File: config.mk
export PLATFORM = sky130hd
export DESIGN_NAME = com_uart
export DESIGN_NICKNAME = d
export VERILOG_FILES = /design/src/rtl/com_uart.sv
export SDC_FILE = /design/constraint.sdc
export NUM_CORES = 1
export LEC_CHECK = 0
export ABC_AREA = 1
export CAP_MARGIN = 20
export CORE_MARGIN = 2
export CORE_UTILIZATION = 60
export DETAILED_ROUTE_END_ITERATION = 16
export PLACE_DENSITY = 0.8
export SYNTH_ARGS = -nofsm -noshare
export SYNTH_HDL_FRONTEND = slang
export SYNTH_SLANG_ARGS = --single-unit
File: constraint.sdc
create_clock -name clk -period 3.9 [get_ports clk]
set_input_delay 0.585 -clock clk [delete_from_list [all_inputs] [get_ports clk]]
set_output_delay 0.585 -clock clk [all_outputs]
set_load 0.05 [all_outputs]
File: src/rtl/com_uart.sv
// com_uart: 8-bit UART peripheral on the CPU COM bus.
//
// Register map (relative to BASE):
//   +0 DATA   read: RX holding byte        write: push TX FIFO (dropped when full)
//   +1 STATUS read: {3'b0, rx_ovr, rx_valid, tx_busy, tx_full, tx_empty}
//             write: bit0 pops rx_valid, bit1 clears rx_ovr
//   +2 DIVL / +3 DIVH : 16-bit baud divider, bit period = DIV+1 clocks
//   +4 IEN    bit0 RX interrupt enable, bit1 TX-empty interrupt enable
//
// Ports:
//   clk        system clock
//   rst        synchronous reset, active low
//   com_addr   COM address from core (0 = bus idle); any mapped address is a write
//   com_wr     COM write data
//   com_rd     COM read data (combinational, 0 when unmapped, cause code on interrupt)
//   interrupt  one-cycle interrupt request
//   uart_tx    serial output, idle high
//   uart_rx    serial input, asynchronous
module com_uart #(
    parameter logic [7:0]  BASE      = 8'h10,
    parameter int          TX_DEPTH  = 4,
    parameter logic [15:0] DIV_RESET = 16'd433,
    parameter logic [7:0]  INTR_RX   = 8'h01,
    parameter logic [7:0]  INTR_TX   = 8'h02
) (
    input  logic       clk,
    input  logic       rst,
    input  logic [7:0] com_addr,
    input  logic [7:0] com_wr,
    output logic [7:0] com_rd,
    output logic       interrupt,
    output logic       uart_tx,
    input  logic       uart_rx
);
    localparam int PW = $clog2(TX_DEPTH);
    localparam logic [PW:0] FULL_COUNT = (PW+1)'(TX_DEPTH);

    typedef enum logic [1:0] {S_IDLE, S_START, S_DATA, S_STOP} state_t;

    // Bus decode
    logic sel_data, sel_stat, sel_divl, sel_divh, sel_ien;
    assign sel_data = (com_addr == BASE);
    assign sel_stat = (com_addr == BASE + 8'd1);
    assign sel_divl = (com_addr == BASE + 8'd2);
    assign sel_divh = (com_addr == BASE + 8'd3);
    assign sel_ien  = (com_addr == BASE + 8'd4);

    // Control registers
    logic [15:0] div_reg;
    logic [1:0]  ien_reg;

    always_ff @(posedge clk) begin
        if (!rst) begin
            div_reg <= DIV_RESET;
            ien_reg <= 2'b00;
        end else begin
            if (sel_divl) div_reg[7:0]  <= com_wr;
            if (sel_divh) div_reg[15:8] <= com_wr;
            if (sel_ien)  ien_reg       <= com_wr[1:0];
        end
    end

    // TX FIFO
    logic [7:0]  tx_mem [TX_DEPTH];
    logic [PW-1:0] wr_ptr_reg, rd_ptr_reg;
    logic [PW:0] count_reg;
    logic tx_empty, tx_full, tx_push, tx_pop;
    logic [7:0] tx_head;

    state_t      tx_state_reg;
    logic [15:0] tx_cnt_reg;
    logic [2:0]  tx_bit_reg;
    logic [7:0]  tx_shift_reg;
    logic        tx_busy, tx_done;

    assign tx_empty = (count_reg == '0);
    assign tx_full  = (count_reg == FULL_COUNT);
    // Full is judged on the pre-cycle count, so a push while full is lost even if a pop frees a slot.
    assign tx_push  = sel_data && !tx_full;
    assign tx_pop   = !tx_empty && ((tx_state_reg == S_IDLE) ||
                                    (tx_state_reg == S_STOP && tx_cnt_reg == 16'd0));
    assign tx_head  = tx_mem[rd_ptr_reg];
    assign tx_busy  = (tx_state_reg != S_IDLE);
    // Last STOP clock with nothing left to send: busy falls at this edge.
    assign tx_done  = (tx_state_reg == S_STOP) && (tx_cnt_reg == 16'd0) && tx_empty;

    always_ff @(posedge clk) begin
        if (tx_push) tx_mem[wr_ptr_reg] <= com_wr;
    end

    always_ff @(posedge clk) begin
        if (!rst) begin
            wr_ptr_reg <= '0;
            rd_ptr_reg <= '0;
            count_reg  <= '0;
        end else begin
            if (tx_push) wr_ptr_reg <= wr_ptr_reg + 1'b1;
            if (tx_pop)  rd_ptr_reg <= rd_ptr_reg + 1'b1;
            if (tx_push && !tx_pop)      count_reg <= count_reg + 1'b1;
            else if (!tx_push && tx_pop) count_reg <= count_reg - 1'b1;
        end
    end

    // TX serialiser
    always_ff @(posedge clk) begin
        if (!rst) begin
            tx_state_reg <= S_IDLE;
            tx_cnt_reg   <= 16'd0;
            tx_bit_reg   <= 3'd0;
            tx_shift_reg <= 8'd0;
            uart_tx      <= 1'b1;
        end else begin
            case (tx_state_reg)
                S_IDLE: begin
                    if (!tx_empty) begin
                        tx_state_reg <= S_START;
                        tx_shift_reg <= tx_head;
                        tx_cnt_reg   <= div_reg;
                        uart_tx      <= 1'b0;
                    end
                end
                S_START: begin
                    if (tx_cnt_reg == 16'd0) begin
                        tx_state_reg <= S_DATA;
                        uart_tx      <= tx_shift_reg[0];
                        tx_shift_reg <= {1'b0, tx_shift_reg[7:1]};
                        tx_bit_reg   <= 3'd0;
                        tx_cnt_reg   <= div_reg;
                    end else begin
                        tx_cnt_reg <= tx_cnt_reg - 16'd1;
                    end
                end
                S_DATA: begin
                    if (tx_cnt_reg == 16'd0) begin
                        tx_cnt_reg <= div_reg;
                        if (tx_bit_reg == 3'd7) begin
                            tx_state_reg <= S_STOP;
                            uart_tx      <= 1'b1;
                        end else begin
                            uart_tx      <= tx_shift_reg[0];
                            tx_shift_reg <= {1'b0, tx_shift_reg[7:1]};
                            tx_bit_reg   <= tx_bit_reg + 3'd1;
                        end
                    end else begin
                        tx_cnt_reg <= tx_cnt_reg - 16'd1;
                    end
                end
                S_STOP: begin
                    if (tx_cnt_reg == 16'd0) begin
                        if (!tx_empty) begin
                            // Back-to-back: straight into the next start bit.
                            tx_state_reg <= S_START;
                            tx_shift_reg <= tx_head;
                            tx_cnt_reg   <= div_reg;
                            uart_tx      <= 1'b0;
                        end else begin
                            tx_state_reg <= S_IDLE;
                        end
                    end else begin
                        tx_cnt_reg <= tx_cnt_reg - 16'd1;
                    end
                end
                default: tx_state_reg <= S_IDLE;
            endcase
        end
    end

    // RX synchroniser and edge history
    logic rx_s1_reg, rx_s2_reg, rx_prev_reg;

    always_ff @(posedge clk) begin
        if (!rst) begin
            rx_s1_reg   <= 1'b1;
            rx_s2_reg   <= 1'b1;
            rx_prev_reg <= 1'b1;
        end else begin
            rx_s1_reg   <= uart_rx;
            rx_s2_reg   <= rx_s1_reg;
            rx_prev_reg <= rx_s2_reg;
        end
    end

    // RX deserialiser
    state_t      rx_state_reg;
    logic [15:0] rx_cnt_reg;
    logic [2:0]  rx_bit_reg;
    logic [7:0]  rx_shift_reg;
    logic [15:0] half_bit, start_load;
    logic        rx_load;

    // (DIV+1)>>1 without a 17-bit intermediate; the START wait is half_bit clocks.
    assign half_bit   = {1'b0, div_reg[15:1]} + {15'd0, div_reg[0]};
    assign start_load = (half_bit == 16'd0) ? 16'd0 : half_bit - 16'd1;
    assign rx_load    = (rx_state_reg == S_STOP) && (rx_cnt_reg == 16'd0) && rx_s2_reg;

    always_ff @(posedge clk) begin
        if (!rst) begin
            rx_state_reg <= S_IDLE;
            rx_cnt_reg   <= 16'd0;
            rx_bit_reg   <= 3'd0;
            rx_shift_reg <= 8'd0;
        end else begin
            case (rx_state_reg)
                S_IDLE: begin
                    if (rx_prev_reg && !rx_s2_reg) begin
                        rx_state_reg <= S_START;
                        rx_cnt_reg   <= start_load;
                    end
                end
                S_START: begin
                    if (rx_cnt_reg == 16'd0) begin
                        if (rx_s2_reg) begin
                            rx_state_reg <= S_IDLE;   // glitch, not a start bit
                        end else begin
                            rx_state_reg <= S_DATA;
                            rx_cnt_reg   <= div_reg;
                            rx_bit_reg   <= 3'd0;
                        end
                    end else begin
                        rx_cnt_reg <= rx_cnt_reg - 16'd1;
                    end
                end
                S_DATA: begin
                    if (rx_cnt_reg == 16'd0) begin
                        rx_shift_reg <= {rx_s2_reg, rx_shift_reg[7:1]};
                        rx_cnt_reg   <= div_reg;
                        if (rx_bit_reg == 3'd7) rx_state_reg <= S_STOP;
                        else                    rx_bit_reg   <= rx_bit_reg + 3'd1;
                    end else begin
                        rx_cnt_reg <= rx_cnt_reg - 16'd1;
                    end
                end
                S_STOP: begin
                    if (rx_cnt_reg == 16'd0) rx_state_reg <= S_IDLE;
                    else                     rx_cnt_reg   <= rx_cnt_reg - 16'd1;
                end
                default: rx_state_reg <= S_IDLE;
            endcase
        end
    end

    // RX holding register and status flags
    logic [7:0] rx_data_reg;
    logic       rx_valid_reg, rx_ovr_reg;
    logic       rx_pop, ovr_clr, rx_set;

    assign rx_pop  = sel_stat && com_wr[0];
    assign ovr_clr = sel_stat && com_wr[1];
    assign rx_set  = rx_load && !rx_valid_reg;

    always_ff @(posedge clk) begin
        if (!rst) begin
            rx_data_reg  <= 8'd0;
            rx_valid_reg <= 1'b0;
            rx_ovr_reg   <= 1'b0;
        end else begin
            // A pop in the same cycle as a load makes room for the new byte.
            if (rx_load && (!rx_valid_reg || rx_pop)) begin
                rx_data_reg  <= rx_shift_reg;
                rx_valid_reg <= 1'b1;
            end else if (rx_pop) begin
                rx_valid_reg <= 1'b0;
            end
            if (rx_load && rx_valid_reg && !rx_pop) rx_ovr_reg <= 1'b1;
            else if (ovr_clr)                       rx_ovr_reg <= 1'b0;
        end
    end

    // Interrupt sequencing: RX wins a tie, TX is held one cycle.
    logic [7:0] cause_reg;
    logic       tx_pend_reg, rx_evt, tx_evt;

    assign rx_evt = rx_set && ien_reg[0];
    assign tx_evt = tx_done && ien_reg[1];

    always_ff @(posedge clk) begin
        if (!rst) begin
            interrupt   <= 1'b0;
            cause_reg   <= 8'd0;
            tx_pend_reg <= 1'b0;
        end else if (rx_evt) begin
            interrupt   <= 1'b1;
            cause_reg   <= INTR_RX;
            tx_pend_reg <= tx_pend_reg || tx_evt;
        end else if (tx_evt || tx_pend_reg) begin
            interrupt   <= 1'b1;
            cause_reg   <= INTR_TX;
            tx_pend_reg <= 1'b0;
        end else begin
            interrupt   <= 1'b0;
        end
    end

    // Read mux
    always_comb begin
        com_rd = 8'd0;
        if (interrupt)     com_rd = cause_reg;
        else if (sel_data) com_rd = rx_data_reg;
        else if (sel_stat) com_rd = {3'b000, rx_ovr_reg, rx_valid_reg, tx_busy, tx_full, tx_empty};
        else if (sel_divl) com_rd = div_reg[7:0];
        else if (sel_divh) com_rd = div_reg[15:8];
        else if (sel_ien)  com_rd = {6'd0, ien_reg};
    end

endmodule
Yosys cells after proc, flatten, opt, wreduce, memory -nomap -nowiden
Memory sizes are Yosys's and may differ from the RTL's. A register that Yosys moved wholly into a read port is not among the register bits.
Cells that the tools add are included.
{"block": "totals", "ff_bits": 101, "wordCells": 184, "in_bits": 19, "ram_bits": 32, "output_inout_bits": 10, "mem_count": 1}
{"name": "tx_mem", "words": 4, "width": 8, "rd": 1, "rd_ports_with_merged_regs": 1, "write_ports": 1, "line": "64", "text": "logic [7:0] tx_mem [TX_DEPTH];"}
{"block": "op_classes", "n_addsub": 10, "bitwise_logic": 1, "mux": 68, "n_eq_ne": 29, "n_reduce_logical": 50}
{"operator": "16-bit 2-to-1 mux", "count": 9}
{"operator": "8-bit 2-to-1 mux", "count": 10}
{"operator": "16-bit case mux with 4 select lines", "count": 1}
{"operator": "16-bit zero test", "count": 3}
{"operator": "16-bit case mux with 3 select lines", "count": 1}
{"operator": "16-bit by 1-bit subtractor with 16-bit output, second input constant", "count": 3}
{"operator": "8-bit by 5-bit == test with 1-bit output, second input constant", "count": 5}
{"operator": "8-bit case mux with 4 select lines", "count": 1}
{"operator": "2-bit 2-to-1 mux", "count": 14}
{"operator": "3-bit 2-to-1 mux", "count": 9}
{"operator": "2-bit != test, second input constant", "count": 12}
{"operator": "1-bit 2-to-1 mux", "count": 18}
{"operator": "1-bit logical AND", "count": 17}
{"operator": "15-bit by 1-bit adder with 16-bit output", "count": 1}
{"operator": "2-bit case mux with 4 select lines", "count": 2}
{"operator": "5-bit AND reduction", "count": 3}
{"operator": "2-bit nonzero test", "count": 7}
{"operator": "3-bit case mux with 2 select lines", "count": 2}
{"operator": "3-bit by 1-bit adder with 3-bit output, second input constant", "count": 3}
{"operator": "3-bit == test, second input constant", "count": 3}
{"operator": "2-bit == test, second input constant", "count": 4}
{"operator": "4-bit AND reduction", "count": 2}
{"operator": "1-bit zero test", "count": 7}
{"operator": "3-bit AND reduction", "count": 2}
{"operator": "other kinds (12)", "count": 19}

Depth between registers and ports, before layout
Gate-level depths: netlist of run 1.
{"block": "logic_depth", "depth_word": 7, "mapped_depth": 15, "depth_no_buf": 15}

Worst setup path after synthesis of run 1
Ideal clock, no wire load.
{"block": "synth_path", "kind": "input-to-output", "from": "in com_addr[2]", "to": "out com_rd[4]", "stages": 7, "t_arrival_ps": 2306, "required_ps": 3315, "n_path_buf": 1, "slack_ps": 1009, "path_cell_list": "or2_1 > nor2_1 > nand2_1 > nor2_1 > buf_2 > a22oi_1 > a31oi_1"}
{"block": "synth_between", "elab_chain_cells": 6, "word_cells_on_any_way": 9, "cone_classes": "eq/ne: 4; mux: 5"}
{"element": "from (decl)", "line": "28", "text": "input logic [7:0] com_addr,"}
{"element": "8-bit by 5-bit == test with 1-bit output", "line": "45", "text": "assign sel_divh = (com_addr == BASE + 8'd3);"}
{"element": "8-bit 2-to-1 mux", "line": "301", "text": "else if (sel_divh) com_rd = div_reg[15:8];"}
{"element": "8-bit 2-to-1 mux", "line": "300", "text": "else if (sel_divl) com_rd = div_reg[7:0];"}
{"element": "8-bit 2-to-1 mux", "line": "299", "text": "else if (sel_stat) com_rd = {3'b000, rx_ovr_reg, rx_valid_reg, tx_busy, tx_full, tx_empty};"}
{"element": "8-bit 2-to-1 mux *", "line": "298", "text": "else if (sel_data) com_rd = rx_data_reg;"}
{"element": "8-bit 2-to-1 mux *", "line": "297", "text": "if (interrupt) com_rd = cause_reg;"}
{"element": "to (decl)", "line": "30", "text": "output logic [7:0] com_rd,"}
Mark *: on every way between the ends. The rest lies on a longest branch, timed or not.

Worst setup path after layout of run 1
{"block": "layout_path", "from": "in com_addr[2]", "to": "out com_rd[6]"}
The elaborated chain is that of the path after synthesis.

==> results.sh, run 1 <==
export IMPL_crit_path_max_incr_delay_ns=0.42
export IMPL_worstMarginPinSlew_ns=0.774
export IMPL_path_delay_family="simple AND/OR/NAND/NOR gates"
export IMPL_ys_flop_type="dfxtp_1"
export IMPL_syn_nets=1183
export IMPL_rows=42
export IMPL_finalSetupViolCount=0
export IMPL_synth_cells=1140
export IMPL_reg2reg_to="count_reg[1]"
export IMPL_drive_gt1_frac=0.0769
export IMPL_post_cts_buffers=0
export IMPL_regArea_mm2=0.00302
export IMPL_post_route_util=0.688
export IMPL_fillCellCount=1116
export IMPL_avgViaCountPerCell=5.82
export IMPL_synth_largest_area_cell="dfxtp_1"
export IMPL_grt_pass1_vias=7291
export IMPL_top_register="tx_mem"
export IMPL_hold_depth=1
export IMPL_synth_area_top_cells="dfxtp_1 25%, nand2_1 12%, edfxtp_1 12%, o21ai_0 7.6%, a21oi_1 6.7%"
export IMPL_grt_ovfl_total=0
export IMPL_ant_nets=0
export IMPL_outcome="finished, final reports clean"
export IMPL_hold_viol=0
export IMPL_rsz0062_at_grt="false"
export IMPL_fmax_ghz=0.312
export IMPL_routabilityCongestion=0.950
export IMPL_ys_warn_count=0
export IMPL_crit_required_ns=3.31
export IMPL_synth_seq_area_share=0.371
export IMPL_synth_seq_cells=135
export IMPL_hold_path_endpoint="rx_s2_reg"
export IMPL_wl_um=21600
export IMPL_die_y_um=121
export IMPL_port_buffers=28
export IMPL_io_pin_count=29
export IMPL_postSynth_asyncResetShare=0
export IMPL_grt_pass1_wl_um=35400
export IMPL_r2r_setup_slack_ns=1.13
export IMPL_clk_latency_ns=0.43
export IMPL_drt_pass1_iterations=5
export IMPL_diodes=0
export IMPL_max_cap_viol_count=0
export IMPL_postCtsResizedCells=0
export IMPL_hold_worst_slack_ns=0.424
export IMPL_p_leak_nw=3.81
export IMPL_rr_worst_depth=9
export IMPL_fin_nets=1187
export IMPL_postCtsHoldBufs=0
export IMPL_stdcell_count=1333
export IMPL_worstPathCellList="clkdlybuf4s50_1, or2_1, nor2_1, nand2_1, nor2_1, inv_1, o21ai_0, nand2_1, inv_1, buf_12"
export IMPL_clock_root_buffer="clkbuf_16"
export IMPL_ir_worst_vdd_mv=0.503
export IMPL_dp_hpwl_um=14800
export IMPL_cts_htree_levels=4
export IMPL_crit_path_start_kind="primary input"
export IMPL_yosys_area_top_type_share=0.253
export IMPL_core_area_mm2=0.0132
export IMPL_crit_type="in -> out"
export IMPL_antenna_found_initial=0
export IMPL_syn_cell_area_mm2=0.00815
export IMPL_critical_path_max_fanout=9
export IMPL_hold_path_class="reg -> reg"
export IMPL_first_iter_violations=863
export IMPL_worst_ep_arrival_time_ns=2.62
export IMPL_fin_crit_sh=0.823
export IMPL_synth_edff_count=32
export IMPL_grt_max_degree=44
export IMPL_cts_sinks=135
export IMPL_place_inst=1301
export IMPL_tns_ns=0
export IMPL_period_minus_slack_ns=3.21
export IMPL_rr_startpoint="tx_state_reg[0]"
export IMPL_area_growth_pct=11.8
export IMPL_hold_start="rx_s1_reg"
export IMPL_clockBufferDepth=2
export IMPL_cpMaxStageDelayCell="nor2_1"
export IMPL_relSlewSlack=0.483
export IMPL_path_clk_slew_ns=0.06
export IMPL_routedWlPerCell_um=16.2
export IMPL_die_w_um=121
export IMPL_multiInputGateArea_mm2=0.00438
export IMPL_drc=0
export IMPL_synthDistinctLibCells=53
export IMPL_grt_use_total=0.306
export IMPL_power_density_mw_per_mm2=716
export IMPL_start_util=0.616
export IMPL_avgSynthCellArea_um2=7.15
export IMPL_endpoint_kind="output pin"
export IMPL_clock_skew_ns=0.00788
export IMPL_cts_tree="done"
export IMPL_finalMaxSlewViolations=0
export IMPL_vias=7759
export IMPL_cts_buffers=17
export IMPL_largest_reg_flops=32
export IMPL_die_area_mm2=0.0145
export IMPL_path_buf_inv=4
-- routing by layer --
layer,wire length (um),GRT usage,up-vias,part of all wire
met2,10200,0.498,341,0.47
li1,-,-,3830,-
met1,8880,0.389,3515,0.41
met3,1750,0.0679,73,0.081
met5,0,0,-,0
met4,796,0.138,0,0.037
-- area by class of cell --
cell class / count / share of cell area
clock buffers: 18 / 0.0482
clock inverters: 14 / 0.0151
inverters: 132 / 0.0543
multi-input cells: 821 / 0.480
flip-flops and latches: 135 / 0.332
well taps: 176 / 0.0242
repair buffers: 37 / 0.0464
-- power breakdown --
part	switching [mW]	total (mW)	internal, mW
registers	0.228	1.89	1.67
logic	2.02	3.04	1.03
clock network	0.679	1.59	0.911
total	2.92	6.52	3.60
-- cells in the final DEF (no fill, tap or decap), types with 6 or more instances in the layout --
master and instances:
a21oi_1 109, o211ai_1 22, nand2_1 266, o21ai_0 123
nand3_1 43, nand4_1 27, clkbuf_16 17, inv_1 128
a32o_1 7, dfxtp_1 103, xor2_1 27, ha_1 23
nor2_1 82, nor2_2 8, buf_4 9, nor2_4 9
buf_12 8, xnor2_1 8, clkdlybuf4s50_1 19, edfxtp_1 32
nor3_1 6, o21ai_1 6
-- metrics by stage --
stage | power (mW) | area [um^2] | setup slack (ns)
6_report | 6.52 | 9120 | 0.692
3_5_place_dp | 4.87 | 8540 | 0.648
4_1_cts | 6.47 | 9120 | 0.705
2_1_floorplan | 4.24 | 8150 | 1.01
3_3_place_gp | 4.80 | 8540 | 0.727
5_1_grt | 7.03 | 9120 | 0.411
-- worst max-delay path by stage --
| stage | startpoint | endpoint | slack [ns] | cells after the start |
|---|---|---|---|---|
| finish | com_addr[2] | com_rd[6] | 0.69 | 10 |
| global route | com_addr[4] | com_rd[6] | 0.41 | 12 |
| CTS | com_addr[2] | com_rd[6] | 0.71 | 10 |
| detailed placement | com_addr[2] | count_reg[2] | 0.65 | 14 |
| global placement | com_addr[2] | count_reg[2] | 0.73 | 14 |
| floorplan | com_addr[2] | com_rd[4] | 1.01 | 7 |
-- cells by family after synthesis --
family                   Yosys count  share of synthesized area
buffers and inverters            184                     0.0921
AO/OA/AOI/OAI                    296                      0.203
flip-flops                       135                      0.371
XOR/XNOR                          36                     0.0396
adder cells (fa/ha/maj)           24                     0.0378
AND/OR/NAND/NOR                  465                      0.256
-- cell usage after synthesis (all sizes together) (22+ instances only) --
cell,number
edfxtp,32
o21ai,130
clkbuf,31
dfxtp,103
nand4,28
ha,23
nand2,273
a21oi,110
xor2,28
o211ai,22
inv,130
nand3,46
nor2,100
(Power assumes the default switching activity.)
==> inputs of run 2 (changes only) <==
- clock period: 3.9 -> 3.2 ns (I/O delays scaled with it)
==> run 2 against run 1 <==
  * Clock power rose by 14%
  * Total power rose by 21%
  * Utilization rose by 0.51 points
  * Final area rose by 0.74%
  * Critical path type unchanged
  * Critical endpoint is now com_rd[1]
==> results.sh, run 2 (synthesis gave the netlist of run 1 again) <==
export IMPL_outcome="finished, final reports clean"
export IMPL_ant_nets=0
export IMPL_fin_total_pwr_mw=7.87
export IMPL_path_buf_inv=3
export IMPL_fmax_ghz=0.332
export IMPL_rows=42
export IMPL_layout_commonest_cell="nand2_1"
export IMPL_hold_path_class="reg -> reg"
export IMPL_period_minus_slack_ns=3.01
export IMPL_cts_buffers=17
export IMPL_fin_nets=1200
export IMPL_worstMarginPinSlew_ns=0.744
export IMPL_worstPathCellList="clkdlybuf4s50_1, or2_1, nor2_1, nand2_1, nor2_1, buf_4, nand2_1, o2111ai_1, o211ai_1, o21ai_0, buf_12"
export IMPL_postCtsResizedCells=0
export IMPL_first_iter_violations=632
export IMPL_cts_sinks=135
export IMPL_max_cap_viol_count=0
export IMPL_placed_area_mm2=0.00864
export IMPL_power_density_mw_per_mm2=857
export IMPL_path_clk_slew_ns=0.06
export IMPL_grt_pass1_vias=7602
export IMPL_avgViaCountPerCell=5.77
export IMPL_area_growth_pct=12.7
export IMPL_drt_pass1_iterations=5
export IMPL_die_y_um=121
export IMPL_hold_start="rx_s1_reg"
export IMPL_fin_crit_sh=0.941
export IMPL_clock_skew_ns=0.00796
export IMPL_relSlewSlack=0.501
export IMPL_wl_um=21300
export IMPL_crit_path_max_incr_delay_ns=0.40
export IMPL_grt_max_degree=67
export IMPL_clock_root_buffer="clkbuf_16"
export IMPL_drive_gt1_frac=0.0863
export IMPL_clk_latency_ns=0.42
export IMPL_largest_reg_flops=32
export IMPL_p_leak_nw=3.87
export IMPL_diodes=0
export IMPL_core_area_mm2=0.0132
export IMPL_dp_hpwl_um=14700
export IMPL_grt_use_total=0.311
export IMPL_io_pin_count=29
export IMPL_ir_worst_vdd_mv=0.605
export IMPL_crit_path_start_kind="primary input"
export IMPL_crit_required_ns=2.72
export IMPL_cts_htree_levels=4
export IMPL_hold_viol=0
export IMPL_grt_pass1_wl_um=36400
export IMPL_post_cts_buffers=0
export IMPL_antenna_found_initial=0
export IMPL_grt_ovfl_total=0
export IMPL_routabilityCongestion=0.940
export IMPL_cts_tree="done"
export IMPL_rr_startpoint="tx_cnt_reg[0]"
export IMPL_tns_ns=0
export IMPL_clockBufferDepth=2
export IMPL_drc=0
export IMPL_die_w_um=121
export IMPL_crit_type="in -> out"
export IMPL_top_register="tx_mem"
export IMPL_port_buffers=28
export IMPL_path_delay_family="buffers and inverters"
export IMPL_worst_ep_arrival_time_ns=2.53
export IMPL_rsz0062_at_grt="false"
export IMPL_cp_startpoint="com_addr[2]"
export IMPL_cpMaxStageDelayCell="clkdlybuf4s50_1"
export IMPL_start_util=0.616
export IMPL_finalMaxSlewViolations=0
export IMPL_critical_path_max_fanout=22
export IMPL_fillCellCount=1124
export IMPL_postCtsHoldBufs=0
export IMPL_post_route_util=0.694
export IMPL_final_area_mm2=0.00919
export IMPL_layout_common_cells="266 x nand2_1, 128 x inv_1, 123 x o21ai_0"
export IMPL_routedWlPerCell_um=15.8
export IMPL_die_area_mm2=0.0145
export IMPL_finalSetupViolCount=0
export IMPL_endpoint_kind="output pin"
export IMPL_vias=7770
run 2: changes by cell type in the layout (fill, tap and decap cells not counted):
cell / previous run / this run
clkinvlp_4: 3 / 0
clkinv_4: 1 / 5
bufinv_16: 1 / 0
inv_4: 1 / 0
inv_6: 5 / 3
clkinv_2: 0 / 2
clkbuf_1: 0 / 1
inv_8: 2 / 3
clkbuf_8: 1 / 0
buf_4: 9 / 22
run 2: final cells by class:
class / instances / area, um^2 / share of cell area
Clock inverter: 14 / 118 / 0.0128
Multi-Input combinational cell: 821 / 4380 / 0.477
Clock buffer: 18 / 429 / 0.0467
Timing Repair Buffer: 50 / 520 / 0.0567
Sequential cell: 135 / 3020 / 0.329
Inverter: 132 / 495 / 0.0539
Tap cell: 176 / 220 / 0.0240
run 2: per-layer routing:
layer	GRT usage	part of all wire	routed length (um)	vias to the layer above
li1	-	-	-	3852
met1	0.395	0.42	9030	3549
met2	0.518	0.47	10100	291
met3	0.0495	0.067	1420	78
met4	0.145	0.035	754	0
met5	0	0	0	-
run 2: power by group:
part           switching, mW  leakage [nW]  total [mW]  internal [mW]
Sequential             0.282          1.13        2.31           2.03
Combinational           2.46          2.47        3.74           1.28
Clock                  0.806         0.272        1.82           1.01
Total                   3.55          3.87        7.87           4.32
run 2: final timing paths:
path,end,slack (ns),depth (start not counted)
max,com_rd[1],0.19,11
min,rx_s2_reg,0.42,1
max reg2reg,count_reg[1],0.55,12
min reg2reg,rx_s2_reg,0.42,1
run 2: per-stage QoR:
stage                     setup WS [ns]  instances  hold slack [ns]
after global placement            0.312       1314            0.394
after detailed placement          0.206       1314            0.405
after floorplan                   0.519       1140            0.393
after CTS                         0.231       1346            0.422
final                             0.190       1346            0.417
after global routing             0.0194       1346            0.431
